<file path="src/rtl/mem_port_arbiter_if.sv">
// Bundle of the fetch, load/store and memory-side signals around the shared memory port.
// The slave modport is the arbiter's view. The master modport is the surrounding core and memory.
interface mem_port_arbiter_if #(
  parameter int unsigned ADDR_W = 32,
  parameter int unsigned DATA_W = 32
);
  logic              ena;
  logic              i_req;
  logic [ADDR_W-1:0] i_addr;
  logic              i_gnt;
  logic              i_rvalid;
  logic [DATA_W-1:0] i_rdata;
  logic              d_req;
  logic [ADDR_W-1:0] d_addr;
  logic [DATA_W-1:0] d_wr_data;
  logic              d_wr_ena;
  logic              d_gnt;
  logic              d_rvalid;
  logic [DATA_W-1:0] d_rdata;
  logic [ADDR_W-1:0] mem_addr;
  logic [DATA_W-1:0] mem_wr_data;
  logic              mem_wr_ena;
  logic [DATA_W-1:0] mem_rd_data;
  logic              busy;

  modport slave (
    input  ena, i_req, i_addr, d_req, d_addr, d_wr_data, d_wr_ena, mem_rd_data,
    output i_gnt, i_rvalid, i_rdata, d_gnt, d_rvalid, d_rdata,
           mem_addr, mem_wr_data, mem_wr_ena, busy
  );

  modport master (
    output ena, i_req, i_addr, d_req, d_addr, d_wr_data, d_wr_ena, mem_rd_data,
    input  i_gnt, i_rvalid, i_rdata, d_gnt, d_rvalid, d_rdata,
           mem_addr, mem_wr_data, mem_wr_ena, busy
  );
endinterface

</file>
<file path="src/rtl/mem_port_arbiter.sv">
// Arbitrates the single memory port between instruction fetch (I) and load/store (D).
// One read is in flight at a time. Stores complete in their grant cycle.
module mem_port_arbiter #(
  parameter int unsigned ADDR_W        = 32,
  parameter int unsigned DATA_W        = 32,
  parameter int unsigned READ_LATENCY  = 1,
  parameter int unsigned PRIORITY_MODE = 0
) (
  input logic                clk,
  input logic                rst,
  mem_port_arbiter_if.slave  bus
);

  typedef enum logic {StIdle, StWait} state_e;

  localparam logic [2:0] Latency = 3'(READ_LATENCY);

  state_e            state_q, state_d;
  logic [2:0]        count_q, count_d;
  logic [ADDR_W-1:0] addr_q, addr_d;
  // last_d_q doubles as the owner of the read in flight while in StWait.
  logic              last_d_q, last_d_d;
  logic              i_rvalid_q, d_rvalid_q;
  logic [DATA_W-1:0] i_rdata_q, d_rdata_q;

  logic              i_gnt, d_gnt, pick_d, capture, mem_wr_ena;
  logic [ADDR_W-1:0] mem_addr;

  always_comb begin
    state_d    = state_q;
    count_d    = count_q;
    addr_d     = addr_q;
    last_d_d   = last_d_q;
    i_gnt      = 1'b0;
    d_gnt      = 1'b0;
    pick_d     = 1'b0;
    capture    = 1'b0;
    mem_wr_ena = 1'b0;
    mem_addr   = addr_q;
    unique case (state_q)
      StIdle: begin
        // Grants are gated by rst so nothing is granted while reset is held.
        if (rst && bus.ena && (bus.i_req || bus.d_req)) begin
          if (bus.i_req && bus.d_req) begin
            pick_d = (PRIORITY_MODE != 0) || !last_d_q;
          end else begin
            pick_d = bus.d_req;
          end
          if (pick_d) begin
            d_gnt    = 1'b1;
            mem_addr = bus.d_addr;
            addr_d   = bus.d_addr;
            last_d_d = 1'b1;
            if (bus.d_wr_ena) begin
              mem_wr_ena = 1'b1;
            end else begin
              state_d = StWait;
              count_d = Latency;
            end
          end else begin
            i_gnt    = 1'b1;
            mem_addr = bus.i_addr;
            addr_d   = bus.i_addr;
            last_d_d = 1'b0;
            state_d  = StWait;
            count_d  = Latency;
          end
        end
      end
      StWait: begin
        if (count_q <= 3'd1) begin
          capture = 1'b1;
          state_d = StIdle;
          count_d = 3'd0;
        end else begin
          count_d = count_q - 3'd1;
        end
      end
      default: state_d = StIdle;
    endcase
  end

  always_ff @(posedge clk or negedge rst) begin
    if (!rst) begin
      state_q    <= StIdle;
      count_q    <= 3'd0;
      addr_q     <= '0;
      last_d_q   <= 1'b1;
      i_rvalid_q <= 1'b0;
      d_rvalid_q <= 1'b0;
      i_rdata_q  <= '0;
      d_rdata_q  <= '0;
    end else begin
      state_q    <= state_d;
      count_q    <= count_d;
      addr_q     <= addr_d;
      last_d_q   <= last_d_d;
      i_rvalid_q <= capture && !last_d_q;
      d_rvalid_q <= capture && last_d_q;
      if (capture && !last_d_q) i_rdata_q <= bus.mem_rd_data;
      if (capture && last_d_q)  d_rdata_q <= bus.mem_rd_data;
    end
  end

  assign bus.i_gnt       = i_gnt;
  assign bus.d_gnt       = d_gnt;
  assign bus.i_rvalid    = i_rvalid_q;
  assign bus.d_rvalid    = d_rvalid_q;
  assign bus.i_rdata     = i_rdata_q;
  assign bus.d_rdata     = d_rdata_q;
  assign bus.mem_addr    = mem_addr;
  assign bus.mem_wr_data = bus.d_wr_data;
  assign bus.mem_wr_ena  = mem_wr_ena;
  assign bus.busy        = (state_q == StWait);

endmodule

</file>
<file path="src/flat_wrapper.sv">
// flat-port wrapper written by rule: the top's interface ports become plain ports
module mem_port_arbiter_flat 
#(
  parameter int unsigned ADDR_W        = 32,
  parameter int unsigned DATA_W        = 32,
  parameter int unsigned READ_LATENCY  = 1,
  parameter int unsigned PRIORITY_MODE = 0
)
  (clk, rst, bus_ena, bus_i_req, bus_i_addr, bus_d_req, bus_d_addr, bus_d_wr_data, bus_d_wr_ena, bus_mem_rd_data, bus_i_gnt, bus_i_rvalid, bus_i_rdata, bus_d_gnt, bus_d_rvalid, bus_d_rdata, bus_mem_addr, bus_mem_wr_data, bus_mem_wr_ena, bus_busy);
  mem_port_arbiter_if #(.ADDR_W(ADDR_W), .DATA_W(DATA_W)) bus_i ();
  input logic clk;
  input logic rst;
  input wire logic [$bits(bus_i.ena)-1:0] bus_ena;
  input wire logic [$bits(bus_i.i_req)-1:0] bus_i_req;
  input wire logic [$bits(bus_i.i_addr)-1:0] bus_i_addr;
  input wire logic [$bits(bus_i.d_req)-1:0] bus_d_req;
  input wire logic [$bits(bus_i.d_addr)-1:0] bus_d_addr;
  input wire logic [$bits(bus_i.d_wr_data)-1:0] bus_d_wr_data;
  input wire logic [$bits(bus_i.d_wr_ena)-1:0] bus_d_wr_ena;
  input wire logic [$bits(bus_i.mem_rd_data)-1:0] bus_mem_rd_data;
  output wire logic [$bits(bus_i.i_gnt)-1:0] bus_i_gnt;
  output wire logic [$bits(bus_i.i_rvalid)-1:0] bus_i_rvalid;
  output wire logic [$bits(bus_i.i_rdata)-1:0] bus_i_rdata;
  output wire logic [$bits(bus_i.d_gnt)-1:0] bus_d_gnt;
  output wire logic [$bits(bus_i.d_rvalid)-1:0] bus_d_rvalid;
  output wire logic [$bits(bus_i.d_rdata)-1:0] bus_d_rdata;
  output wire logic [$bits(bus_i.mem_addr)-1:0] bus_mem_addr;
  output wire logic [$bits(bus_i.mem_wr_data)-1:0] bus_mem_wr_data;
  output wire logic [$bits(bus_i.mem_wr_ena)-1:0] bus_mem_wr_ena;
  output wire logic [$bits(bus_i.busy)-1:0] bus_busy;
  assign bus_i.ena = bus_ena;
  assign bus_i.i_req = bus_i_req;
  assign bus_i.i_addr = bus_i_addr;
  assign bus_i.d_req = bus_d_req;
  assign bus_i.d_addr = bus_d_addr;
  assign bus_i.d_wr_data = bus_d_wr_data;
  assign bus_i.d_wr_ena = bus_d_wr_ena;
  assign bus_i.mem_rd_data = bus_mem_rd_data;
  assign bus_i_gnt = bus_i.i_gnt;
  assign bus_i_rvalid = bus_i.i_rvalid;
  assign bus_i_rdata = bus_i.i_rdata;
  assign bus_d_gnt = bus_i.d_gnt;
  assign bus_d_rvalid = bus_i.d_rvalid;
  assign bus_d_rdata = bus_i.d_rdata;
  assign bus_mem_addr = bus_i.mem_addr;
  assign bus_mem_wr_data = bus_i.mem_wr_data;
  assign bus_mem_wr_ena = bus_i.mem_wr_ena;
  assign bus_busy = bus_i.busy;
  mem_port_arbiter #(.ADDR_W(ADDR_W), .DATA_W(DATA_W), .READ_LATENCY(READ_LATENCY), .PRIORITY_MODE(PRIORITY_MODE)) u_core (.clk(clk), .rst(rst), .bus(bus_i));
endmodule
</file>
<file path="config.mk">
export PLATFORM = sky130hd
export DESIGN_NAME = mem_port_arbiter_flat
export DESIGN_NICKNAME = d
export VERILOG_FILES = /design/src/rtl/mem_port_arbiter_if.sv /design/src/rtl/mem_port_arbiter.sv /design/src/flat_wrapper.sv
export SDC_FILE = /design/constraint.sdc
export NUM_CORES = 1
export LEC_CHECK = 0
export ABC_AREA = 0
export CAP_MARGIN = 25
export CORE_AREA = 10 10 153 99
export CTS_CLUSTER_SIZE = 12
export DETAILED_ROUTE_END_ITERATION = 10
export DIE_AREA = 0 0 163 109
export GPL_TIMING_DRIVEN = 0
export PLACE_DENSITY = 0.89
export SLEW_MARGIN = 20
export SYNTH_ARGS = -nofsm -noshare
export SYNTH_HDL_FRONTEND = slang
export SYNTH_SLANG_ARGS = --single-unit
</file>
<file path="constraint.sdc">
create_clock -name clk -period 2.3 [get_ports clk]
set_input_delay 0.69 -clock clk [delete_from_list [all_inputs] [get_ports clk]]
set_output_delay 0.69 -clock clk [all_outputs]
set_load 0.01 [all_outputs]
</file>
==> results <==
worst register-to-register path: stages (launching register included):
cell and delay, ns:
dfstp_2 0.39, a21oi_4 0.25, buf_12 0.17, buf_16 0.14, mux2i_4 0.25, a21oi_4 0.09
buf_6 0.12, buf_6 0.10, buf_6 0.10, buf_6 0.10, buf_6 0.10, buf_6 0.10
buf_6 0.10, buf_6 0.10
logic make-up (layout without fill, tap and decap cells):
| kind of cell | Yosys count | after routing | synth area share |
|---|---|---|---|
| compound gates | 41 | 41 | 0.0478 |
| mux | 98 | 98 | 0.243 |
| simple gates | 47 | 47 | 0.0527 |
| buf+inv | 54 | 366 | 0.0882 |
| flops | 103 | 103 | 0.563 |
| fa+ha+maj | 2 | 2 | 0.00546 |
synth_stat cells (all sizes together):
library cell	n
dfstp	1
mux2i	32
and3	2
dfrtp	102
nor3b	2
nor2	33
buf	48
o32ai	1
mux2	66
inv	3
ha	2
o21ai	4
and2	1
o21bai	1
nand2b	4
nor2b	3
nor3	1
nand2	1
o31a	1
clkbuf	3
a21oi	34
routing by layer:
layer | track usage | up-vias | routed length, um
met1 | 0.218 | 1989 | 7030
met3 | 0.0632 | 48 | 1260
met2 | 0.331 | 175 | 9530
li1 | - | 1777 | -
met5 | 0 | - | 0
met4 | 0.0827 | 0 | 635
worst max-delay path by stage:
stage	start	slack, ns	endpoint	depth (start not counted)
final	bus_d_req	-0.30	bus_mem_addr[16]	8
after global routing	bus_d_req	-0.34	bus_mem_addr[16]	8
after CTS	rst	-0.24	bus_mem_addr[15]	10
after detailed placement	rst	-1.52	bus_mem_addr[13]	8
after global placement	rst	-4.89	bus_mem_addr[29]	7
after floorplan	bus_d_req	0.004	bus_mem_addr[24]	6
stage by stage:
stage	area, um2	power [W]	setup TNS, ns	utilization
after detailed placement	7200	0.00723	-59.23	0.580
after global placement	7170	0.00706	-627.90	0.578
after global routing	8840	0.0101	-8.30	0.712
after floorplan	4600	0.00487	0	-
final	8840	0.00963	-6.96	0.712
after CTS	8560	0.00933	-6.49	0.690
where the power goes:
group	internal, W	switching, W
clock	0.000797	0.000680
sequential	0.00264	0.000445
combinational	0.00305	0.00201
total	0.00649	0.00313
sequential cells by signal (all words and copies together), names as in the netlist:
signal / cells
u_core.bus.i_rdata: 32
u_core.addr_q: 32
u_core.bus.busy: 1
u_core.bus.d_rvalid: 1
u_core.bus.i_rvalid: 1
u_core.count_q: 3
u_core.bus.d_rdata: 32
u_core.last_d_q: 1
cell type report:
type                    instances  share of cell area
repair buffers                299               0.349
flip-flops and latches        103               0.292
multi-input cells             188               0.247
plain buffers                  48              0.0545
clock buffers                  12              0.0290
well taps                     170              0.0241
clock inverters                 4             0.00326
inverters                       3             0.00156
timing repair:
action                                  4_1_cts  5_1_grt
cloned                                       11        0
pin swaps                                    26       11
buffers inserted                             46       12
gates resized for setup                     296       58
endpoints found under the setup margin       35       36
==> out/results.ini <==
[setup_path]
path_cells=buf_8 > inv_4 > a21oi_4 > buf_8 > buf_12 > mux2i_1 > a21oi_2 > buf_2
crit_path_end_kind=output pin
crit_fanout=5
crit_path_start_kind=input port
cp_top_family=buffers and inverters
crit_slowest_cell=mux2i_1
critical_path_required_ns=1.61
ff2ff_path_depth=13
cp.arrival_ns=1.91
ff2ff_setup_slack_ns=0.09
r2r-start=u_core.last_d_q
reg2reg_to=u_core.addr_q[11]
crit_type=in -> out
path_buf_inv=5
cp_common_cell=buf_8
cp_slowest_stage_delay_ns=0.29

[flow_run]
drv_cap=0

[synthesis]
syn-num-nets=481
yosys_register_bits=103
synth_area_leaders=dfrtp_1, mux2_2, mux2i_1
yosysTopAreaCell=dfrtp_1
synth_cell_type_count=31
ys_warn_count=0
yosysTopAreaCellShare=0.557
seq_area_frac_synth=0.563
synth_cells=345
syn_area_um2=4580
synth.avg_cell_area_um2=13.3

[floorplanning]
die_area_um2=17800
die_w_um=163
placementRows=32
coreArea_um2=12400
start_util=0.369
die_h_um=109
io_pins=268

[sta]
drv_slew=0
rsz0062_at_grt=yes
finalWorstSetupSlack_ns=-0.303
clock_skew_ns=0.00916
finalCriticalPeriod_ns=2.60
tightest_slew_ns=0.427
setup-violations-final=35
fin_hold_ws_ns=0.278
final-hold-violation-count=0
slew_headroom=0.715
fin_crit_sh=1.13
clock.fmax_mhz=384

[power]
power.leakage_nw=3.70
power_density_nw_per_um2=1090
vdd_drop_max_mv=0.562

[clock_network]
clk_latency_ns=0.34
htreeDepth=3
cts_root_buffer=clkbuf_16
cts_tree=yes
path_clk_slew_ns=0.07
cts_inserted_buffers=9
clockBufferDepth=2
cts.hold.buffers_added=0
cts.sink_count=103

[global_route]
first_global_vias=4601
grt.overflow.total=0
grt_max_degree=41
grt_use_total=0.193
antenna_found_initial=0
grt_pass1_wl_um=26600

[cells_and_area]
layout.nets=788
final-seq-area_um2=2580
multi_input_area_um2=2180
fillCellCount=792
n_antenna_cell=0
final_cell_mix=clkdlybuf4s50_1, dfrtp_1, buf_4, mux2_2, buf_6
drive_gt1_frac=0.466
syn_to_final_growth_pct=93.0
mostFrequentLayoutCell=clkdlybuf4s50_1
final_cells=827

[drt]
ant_nets=0
dr_total_vias=3989
wl_per_cell_um=22.3
totalWireLength_um=18500
firstDrtPassIters=4
drc_errors=0
routed_via_density=4.82
drt_iter0_drc=104

[placed_design]
dp_hpwl_um=12100
gp_congestion=0.742
placed_cells=751
dp_slack_ns=-1.52
port_buffers=235

[status]
violations=negative setup slack
status=finished, violations left

[worst_hold_path]
hold_class=in -> async

Note: power is estimated with default switching activity, not from simulation.
